==> src/rtl/ofdm_cp_remover_pkg.sv <==
// Shared types and defaults for the OFDM cyclic-prefix remover.
// OFDM_CP_REMOVER_PAD_EN adds the S_PAD state used to zero-fill short symbols.
package ofdm_cp_remover_pkg;

    localparam int LEN_W_DFLT       = 12;
    localparam int CP_LEN_DFLT      = 16;
    localparam int FFT_LEN_DFLT     = 64;
    localparam int SR_CP_LEN_DFLT   = 4;
    localparam int SR_FFT_LEN_DFLT  = 5;
    localparam int ERR_W            = 16;

    typedef enum logic [1:0] {
        S_CP      = 2'd0,
        S_PAYLOAD = 2'd1,
        S_DISCARD = 2'd2
`ifdef OFDM_CP_REMOVER_PAD_EN
        ,
        S_PAD     = 2'd3
`endif
    } state_t;

    function automatic logic [ERR_W-1:0] sat_inc(input logic [ERR_W-1:0] value);
        if (value == {ERR_W{1'b1}}) begin
            return value;
        end else begin
            return value + {{(ERR_W-1){1'b0}}, 1'b1};
        end
    endfunction

endpackage

==> src/rtl/ofdm_cp_remover_ctrl.sv <==
// Symbol framing FSM: counts CP/payload beats, steers the output register and keeps error counts.
// OFDM_CP_REMOVER_PAD_EN switches short-symbol handling from truncation to zero padding.
module ofdm_cp_remover_ctrl
    import ofdm_cp_remover_pkg::*;
#(
    parameter int LEN_W       = LEN_W_DFLT,
    parameter int DEF_CP_LEN  = CP_LEN_DFLT,
    parameter int DEF_FFT_LEN = FFT_LEN_DFLT
) (
    input  logic             clk,
    input  logic             aresetn,
    input  logic             clear,
    input  logic [LEN_W-1:0] cp_len_set,
    input  logic [LEN_W-1:0] fft_len_set,
    input  logic             i_tvalid,
    input  logic             i_tlast,
    input  logic             o_tvalid,
    input  logic             o_tready,
    output logic             i_tready,
    output logic             load,
    output logic             load_last,
    output logic             load_zero,
    output logic [ERR_W-1:0] err_short,
    output logic [ERR_W-1:0] err_long
);

    localparam logic [LEN_W-1:0] ONE = LEN_W'(1'b1);

    state_t           state_r, state_nxt_s;
    logic [LEN_W-1:0] cnt_r, cnt_nxt_s;
    logic [LEN_W-1:0] cp_len_r, fft_len_r;
    logic [LEN_W-1:0] cp_eff_s, fft_eff_s;
    logic [ERR_W-1:0] err_short_r, err_long_r;
    logic             boundary_s, payload_s, out_free_s, ready_s;
    logic             short_inc_s, long_inc_s;

    // At a symbol boundary the shadow settings take effect; otherwise the latched lengths hold.
    assign boundary_s = (state_r == S_CP) && (cnt_r == {LEN_W{1'b0}});
    assign cp_eff_s   = boundary_s ? cp_len_set : cp_len_r;
    assign fft_eff_s  = !boundary_s ? fft_len_r :
                        (fft_len_set == {LEN_W{1'b0}}) ? ONE : fft_len_set;
    assign payload_s  = (state_r == S_PAYLOAD) || (boundary_s && (cp_eff_s == {LEN_W{1'b0}}));
    assign out_free_s = o_tready || !o_tvalid;

    assign i_tready  = ready_s && aresetn;
    assign err_short = err_short_r;
    assign err_long  = err_long_r;

    // Next-state, counter and output-register steering.
    always_comb begin
        state_nxt_s = state_r;
        cnt_nxt_s   = cnt_r;
        ready_s     = 1'b0;
        load        = 1'b0;
        load_last   = 1'b0;
        load_zero   = 1'b0;
        short_inc_s = 1'b0;
        long_inc_s  = 1'b0;
        case (state_r)
            S_CP, S_PAYLOAD: begin
                if (payload_s) begin
                    ready_s = out_free_s;
                    if (i_tvalid && out_free_s) begin
                        load = 1'b1;
                        if (cnt_r == fft_eff_s - ONE) begin
                            load_last   = 1'b1;
                            cnt_nxt_s   = {LEN_W{1'b0}};
                            long_inc_s  = !i_tlast;
                            state_nxt_s = i_tlast ? S_CP : S_DISCARD;
                        end else if (i_tlast) begin
                            short_inc_s = 1'b1;
`ifdef OFDM_CP_REMOVER_PAD_EN
                            state_nxt_s = S_PAD;
                            cnt_nxt_s   = cnt_r + ONE;
`else
                            load_last   = 1'b1;
                            state_nxt_s = S_CP;
                            cnt_nxt_s   = {LEN_W{1'b0}};
`endif
                        end else begin
                            state_nxt_s = S_PAYLOAD;
                            cnt_nxt_s   = cnt_r + ONE;
                        end
                    end else begin
                        state_nxt_s = state_r;
                    end
                end else begin
                    ready_s = 1'b1;
                    if (i_tvalid && i_tlast) begin
                        short_inc_s = 1'b1;
                        cnt_nxt_s   = {LEN_W{1'b0}};
                    end else if (i_tvalid && (cnt_r == cp_eff_s - ONE)) begin
                        state_nxt_s = S_PAYLOAD;
                        cnt_nxt_s   = {LEN_W{1'b0}};
                    end else if (i_tvalid) begin
                        cnt_nxt_s = cnt_r + ONE;
                    end else begin
                        cnt_nxt_s = cnt_r;
                    end
                end
            end
            S_DISCARD: begin
                ready_s = 1'b1;
                if (i_tvalid && i_tlast) begin
                    state_nxt_s = S_CP;
                    cnt_nxt_s   = {LEN_W{1'b0}};
                end else begin
                    state_nxt_s = S_DISCARD;
                end
            end
`ifdef OFDM_CP_REMOVER_PAD_EN
            S_PAD: begin
                if (out_free_s) begin
                    load      = 1'b1;
                    load_zero = 1'b1;
                    if (cnt_r == fft_eff_s - ONE) begin
                        load_last   = 1'b1;
                        state_nxt_s = S_CP;
                        cnt_nxt_s   = {LEN_W{1'b0}};
                    end else begin
                        cnt_nxt_s = cnt_r + ONE;
                    end
                end else begin
                    state_nxt_s = S_PAD;
                end
            end
`endif
            default: begin
                state_nxt_s = S_CP;
                cnt_nxt_s   = {LEN_W{1'b0}};
            end
        endcase
    end

    // State, counters, latched lengths and saturating error counters.
    always_ff @(posedge clk) begin
        if (!aresetn) begin
            state_r     <= S_CP;
            cnt_r       <= {LEN_W{1'b0}};
            cp_len_r    <= LEN_W'(DEF_CP_LEN);
            fft_len_r   <= LEN_W'(DEF_FFT_LEN);
            err_short_r <= {ERR_W{1'b0}};
            err_long_r  <= {ERR_W{1'b0}};
        end else if (clear) begin
            state_r     <= S_CP;
            cnt_r       <= {LEN_W{1'b0}};
            err_short_r <= {ERR_W{1'b0}};
            err_long_r  <= {ERR_W{1'b0}};
        end else begin
            state_r <= state_nxt_s;
            cnt_r   <= cnt_nxt_s;
            if (boundary_s) begin
                cp_len_r  <= cp_eff_s;
                fft_len_r <= fft_eff_s;
            end
            if (short_inc_s) begin
                err_short_r <= sat_inc(err_short_r);
            end
            if (long_inc_s) begin
                err_long_r <= sat_inc(err_long_r);
            end
        end
    end

endmodule

==> src/rtl/setting_reg.sv <==
// Single-address settings register: captures data on a strobe matching ADDR.
module setting_reg #(
    parameter logic [7:0]       ADDR      = 8'd0,
    parameter int               WIDTH     = 32,
    parameter logic [WIDTH-1:0] RESET_VAL = {WIDTH{1'b0}}
) (
    input  logic             clk,
    input  logic             aresetn,
    input  logic             strobe,
    input  logic [7:0]       addr,
    input  logic [31:0]      data_in,
    output logic [WIDTH-1:0] data_out
);

    logic [WIDTH-1:0] value_r;
    logic             unused_s;

    assign unused_s = ^data_in;
    assign data_out = value_r;

    // Capture the low WIDTH bits on a matching settings write.
    always_ff @(posedge clk) begin
        if (!aresetn) begin
            value_r <= RESET_VAL;
        end else if (strobe && (addr == ADDR)) begin
            value_r <= data_in[WIDTH-1:0];
        end else begin
            value_r <= value_r;
        end
    end

endmodule

==> src/rtl/ofdm_cp_remover.sv <==
// OFDM cyclic-prefix remover: settings decode, framing control and a single output register.
// Build with OFDM_CP_REMOVER_PAD_EN to zero-pad short symbols to the FFT length.
module ofdm_cp_remover
    import ofdm_cp_remover_pkg::*;
#(
    parameter int SR_CP_LEN   = SR_CP_LEN_DFLT,
    parameter int SR_FFT_LEN  = SR_FFT_LEN_DFLT,
    parameter int LEN_W       = LEN_W_DFLT,
    parameter int DEF_CP_LEN  = CP_LEN_DFLT,
    parameter int DEF_FFT_LEN = FFT_LEN_DFLT
) (
    input  logic        clk,
    input  logic        aresetn,
    input  logic        clear,
    input  logic        set_stb,
    input  logic [7:0]  set_addr,
    input  logic [31:0] set_data,
    input  logic [31:0] i_tdata,
    input  logic        i_tlast,
    input  logic        i_tvalid,
    output logic        i_tready,
    output logic [31:0] o_tdata,
    output logic        o_tlast,
    output logic        o_tvalid,
    input  logic        o_tready,
    output logic [15:0] err_short,
    output logic [15:0] err_long
);

    logic [LEN_W-1:0] cp_len_set_s, fft_len_set_s;
    logic             load_s, load_last_s, load_zero_s;
    logic [31:0]      o_tdata_r;
    logic             o_tlast_r, o_tvalid_r;

    setting_reg #(
        .ADDR(8'(SR_CP_LEN)), .WIDTH(LEN_W), .RESET_VAL(LEN_W'(DEF_CP_LEN))
    ) u_sr_cp_len (
        .clk(clk), .aresetn(aresetn), .strobe(set_stb), .addr(set_addr),
        .data_in(set_data), .data_out(cp_len_set_s)
    );

    setting_reg #(
        .ADDR(8'(SR_FFT_LEN)), .WIDTH(LEN_W), .RESET_VAL(LEN_W'(DEF_FFT_LEN))
    ) u_sr_fft_len (
        .clk(clk), .aresetn(aresetn), .strobe(set_stb), .addr(set_addr),
        .data_in(set_data), .data_out(fft_len_set_s)
    );

    ofdm_cp_remover_ctrl #(
        .LEN_W(LEN_W), .DEF_CP_LEN(DEF_CP_LEN), .DEF_FFT_LEN(DEF_FFT_LEN)
    ) u_ctrl (
        .clk(clk), .aresetn(aresetn), .clear(clear),
        .cp_len_set(cp_len_set_s), .fft_len_set(fft_len_set_s),
        .i_tvalid(i_tvalid), .i_tlast(i_tlast),
        .o_tvalid(o_tvalid_r), .o_tready(o_tready),
        .i_tready(i_tready), .load(load_s), .load_last(load_last_s), .load_zero(load_zero_s),
        .err_short(err_short), .err_long(err_long)
    );

    assign o_tdata  = o_tdata_r;
    assign o_tlast  = o_tlast_r;
    assign o_tvalid = o_tvalid_r;

    // Output stage: the control only loads it when empty or draining, so a stalled beat is held intact.
    always_ff @(posedge clk) begin
        if (!aresetn || clear) begin
            o_tdata_r  <= 32'd0;
            o_tlast_r  <= 1'b0;
            o_tvalid_r <= 1'b0;
        end else if (load_s) begin
            o_tdata_r  <= load_zero_s ? 32'd0 : i_tdata;
            o_tlast_r  <= load_last_s;
            o_tvalid_r <= 1'b1;
        end else if (o_tready) begin
            o_tlast_r  <= 1'b0;
            o_tvalid_r <= 1'b0;
        end else begin
            o_tdata_r  <= o_tdata_r;
            o_tlast_r  <= o_tlast_r;
            o_tvalid_r <= o_tvalid_r;
        end
    end

endmodule

==> config.mk <==
export PLATFORM = sky130hd
export DESIGN_NAME = ofdm_cp_remover
export DESIGN_NICKNAME = d
export VERILOG_FILES = /design/src/rtl/ofdm_cp_remover_pkg.sv /design/src/rtl/ofdm_cp_remover_ctrl.sv /design/src/rtl/setting_reg.sv /design/src/rtl/ofdm_cp_remover.sv
export SDC_FILE = /design/constraint.sdc
export NUM_CORES = 1
export LEC_CHECK = 0
export CAP_MARGIN = 20
export CORE_MARGIN = 10
export CORE_UTILIZATION = 30
export CTS_CLUSTER_DIAMETER = 40
export DETAILED_ROUTE_END_ITERATION = 8
export PLACE_DENSITY_LB_ADDON = 0.1
export SETUP_SLACK_MARGIN = 0.02
export SLEW_MARGIN = 20
export SYNTH_ARGS = -nofsm -noshare
export SYNTH_HDL_FRONTEND = slang
export SYNTH_SLANG_ARGS = --single-unit
==> constraint.sdc <==
create_clock -name clk -period 5.4 [get_ports clk]
set_clock_uncertainty 0.05 [all_clocks]
set_input_delay 0.54 -clock clk [delete_from_list [all_inputs] [get_ports clk]]
set_output_delay 0.54 -clock clk [all_outputs]
set_load 0.02 [all_outputs]
==> impl_metrics.ini <==
[placed_design]
dp_hpwl_um = 15500
routabilityCongestion = 0.793
numPortBuffers = 125
dp.cells = 1283
post-place-ws_ns = 0.499

[route]
drt_iter0_markers = 328
drtAntennaViolNets = 0
wl_um = 21500
routed_via_density = 4.91
routed-via-count = 6456
dr.pass1.iters = 5
wl_per_cell_um = 16.3
drc = 0

[clock_tree]
cts_sinks = 128
clockBufferDepth = 2
cts_buffers = 17
clockRootBuffer = clkbuf_16
htree_levels = 4
clk_latency_ns = 0.42
cts_setup_buffers = 0
clkTransAtPathRegs_ns = 0.06
cts_tree = done

[sta]
fmax_ghz = 0.211
finalCriticalPeriod_ns = 4.73
fin_crit_sh_pct = 87.7
worst_pin_slew_ns = 1.00
rsz0062_at_grt = false
fin_ws_ns = 0.666
hold_viol_final = 0
max_slew_margin_pct = 33.0
setup_viol = 0
finalMaxSlewViolations = 0
fin_tns_setup_ns = 0

[pwr]
powerDensity_nw_per_um2 = 258
switchingPower_uw = 538
ir_worst_vdd_uv = 181
combPwrFrac_pct = 5.4
clkPwrFrac_pct = 54.9
sw_frac_of_total_pct = 22.5
intPower_mw = 1.85
pwr-share-seq_pct = 39.7
p_leak_nw = 3.14

[synth]
seq_area_frac_synth_pct = 36.2
synth_nets = 958
synth.avg_cell_area_sq_um = 8.11
synth_warnings = 0
ys_seq_elements = 128
synth-edff-count = 0
synthCells = 873
ys_async_sr_fraction_pct = 0
synth_ff_type = dfxtp_1
syn_area_sq_um = 7080
synth_cell_types = 73

[global_route]
grt_max_degree = 51
grt_first_pass_wirelength_um = 35300
grt_pass1_vias = 6362
antenna_found_initial = 0
track_usage_pct = 14.2
overflow = 0

[job]
cap_violations = 0

[worst_setup_path]
worstRegToRegCells = 15
crit_buf_inv = 1
crit_required_ns = 5.65
path_class = flop to flop
arrival_ns = 4.98
critPathCaptureType = flop
cp_cell_sequence = inv_1 -> ha_1 -> nor4b_1 -> and4_1 -> mux2i_1 -> ha_1 -> nor3b_1 -> nand2_1 -> xnor2_1 -> o221ai_1 -> a2111oi_4 -> nand3_1 -> nand2_1 -> mux2i_1 -> nor2_1
cp_slowest_cell = a2111oi_4
timing.critical_path.max_delay_family = simple AND/OR/NAND/NOR gates
r2r-end = u_ctrl.err_short[1]
r2r-start = u_ctrl.cnt_r[0]
start_kind = flop
crit_path_start = u_ctrl.cnt_r[0]
critPathMaxStageDelay_ns = 0.65
crit_path_max_fanout = 17
reg2reg_slack_ns = 0.67

[floorplanning]
dieArea_sq_um = 30100
die-height_um = 174
die_x_um = 174
core_area_sq_um = 23300
io_pins = 146
rows = 56
initial_utilization_pct = 30.3

[finish]
antenna_cells = 0
final_cell_mix = nand2_1 (174), dfxtp_1 (128), clkdlybuf4s50_1 (125), nor2_1 (54), a21oi_1 (50)
n_fill_cell = 2385
drive_gt1_share_pct = 8.53
area_growth_pct = 30.6
layout.cells.non_filler = 1315
final_common_cell = nand2_1
finalNetCount = 1068

[worst_hold_path]
worstHoldEndpoint = o_tdata[5]
min_from = o_tdata[5]
holdPathStages = 2
hold_path_class = flop to flop

[run_status]
status = completed
[per-layer routing]
metal / GRT usage, % / up-vias / wire length (um)
met5: 0 / - / 0
met4: 3.53 / 0 / 230
met3: 6.23 / 16 / 1730
met2: 21.4 / 120 / 9410
met1: 18.2 / 3016 / 10100
li1: - / 3304 / -
[cells in the mapped netlist (all sizes together), types with 5 or more instances]
| master | count | area [sq um] |
|---|---|---|
| nor2 | 55 | 206 |
| xor2 | 15 | 131 |
| and3 | 18 | 120 |
| o211ai | 7 | 52.6 |
| nor3 | 24 | 120 |
| buf | 8 | 50.1 |
| nor2b | 23 | 144 |
| ha | 6 | 75.1 |
| mux2i | 40 | 400 |
| clkbuf | 42 | 240 |
| or3 | 12 | 77.6 |
| a21oi | 51 | 259 |
| mux2 | 9 | 101 |
| nand3 | 29 | 145 |
| nor4 | 15 | 106 |
| o22ai | 5 | 31.3 |
| inv | 16 | 60.1 |
| or4 | 12 | 98.8 |
| xnor2 | 31 | 272 |
| o221ai | 8 | 70.1 |
| nand2 | 174 | 653 |
| nand2b | 18 | 113 |
| dfxtp | 128 | 2560 |
| o31ai | 6 | 45.0 |
| nand4 | 9 | 62.6 |
| o21ai | 25 | 125 |
| nor3b | 6 | 45.0 |
| a21boi | 23 | 173 |
[flip-flops by register name, summed over array words and instances (netlist names), 12 cells and up]
name	cells
u_ctrl.fft_len_r	12
u_ctrl.cp_len_r	12
u_ctrl.err_long	16
u_sr_fft_len.data_out	12
u_ctrl.cnt_r	12
u_ctrl.err_short	16
o_tdata	32
u_sr_cp_len.data_out	12
[worst reg2reg max path, stage by stage, from the launching register on]
cell,delay (ns)
dfxtp_1,0.32
inv_1,0.17
ha_1,0.18
nor4b_1,0.29
and4_1,0.33
mux2i_1,0.30
ha_1,0.29
nor3b_1,0.43
nand2_1,0.16
xnor2_1,0.19
o221ai_1,0.19
a2111oi_4,0.65
nand3_1,0.31
nand2_1,0.49
mux2i_1,0.24
nor2_1,0.05
[final cells by class]
class	count	area [sq um]	share of cell area (%)
tap	319	399	4.32
timing repair buffer	141	1370	14.8
clock buffer	18	439	4.75
sequential	128	2560	27.7
multi-input combinational	679	4180	45.3
clock inverter	14	228	2.46
inverter	16	60.1	0.650
[power groups by stage]
stage | sequential [mW] | clock (mW) | combinational, mW
6_report | 0.949 | 1.31 | 0.130
5_1_grt | 0.948 | 1.39 | 0.142
4_1_cts | 0.948 | 1.35 | 0.131
3_5_place_dp | 0.970 | 0 | 0.130
3_3_place_gp | 0.970 | 0 | 0.131
2_1_floorplan | 0.969 | 0 | 0.0654
[per-stage QoR]
stage	total power [mW]	utilization [%]	hold WS (ns)	instance area, sq um
final	2.39	39.6	0.402	9240
after CTS	2.43	39.5	0.405	9230
after global routing	2.48	39.6	0.421	9240
after floorplan	1.03	-	0.403	7080
after global placement	1.10	36.7	0.391	8560
after detailed placement	1.10	36.7	0.397	8560
[cells by family after synthesis]
group                      count (synthesis)  synth area share [%]
muxes                                     49                  7.09
AOI/OAI and AO/OA                        164                  16.2
xor gates and xnor gates                  46                  5.69
adders and majority gates                  6                  1.06
buffers and inverters                     66                  4.95
DFF                                      128                  36.2
and+or+nand+nor                          414                  28.8
[timing repair]
| action | in CTS | in global routing |
|---|---|---|
| hold buffers | 0 | 0 |
| endpoints found under the hold margin | 0 | 0 |
| resized for setup | 0 | 1 |
| setup endpoints to repair | 0 | 2 |
[worst max-delay path by stage]
stage | cells after the start | to | slack, ns
final | 15 | u_ctrl.err_short[1] | 0.67
after global routing | 15 | u_ctrl.err_short[11] | 0.09
after CTS | 15 | u_ctrl.err_long[10] | 0.50
after detailed placement | 15 | u_ctrl.err_long[8] | 0.50
after global placement | 15 | u_ctrl.err_long[10] | 0.59
after floorplan | 19 | u_ctrl.err_short[1] | 0.91
Note: power is estimated with default switching activity, not from simulation.
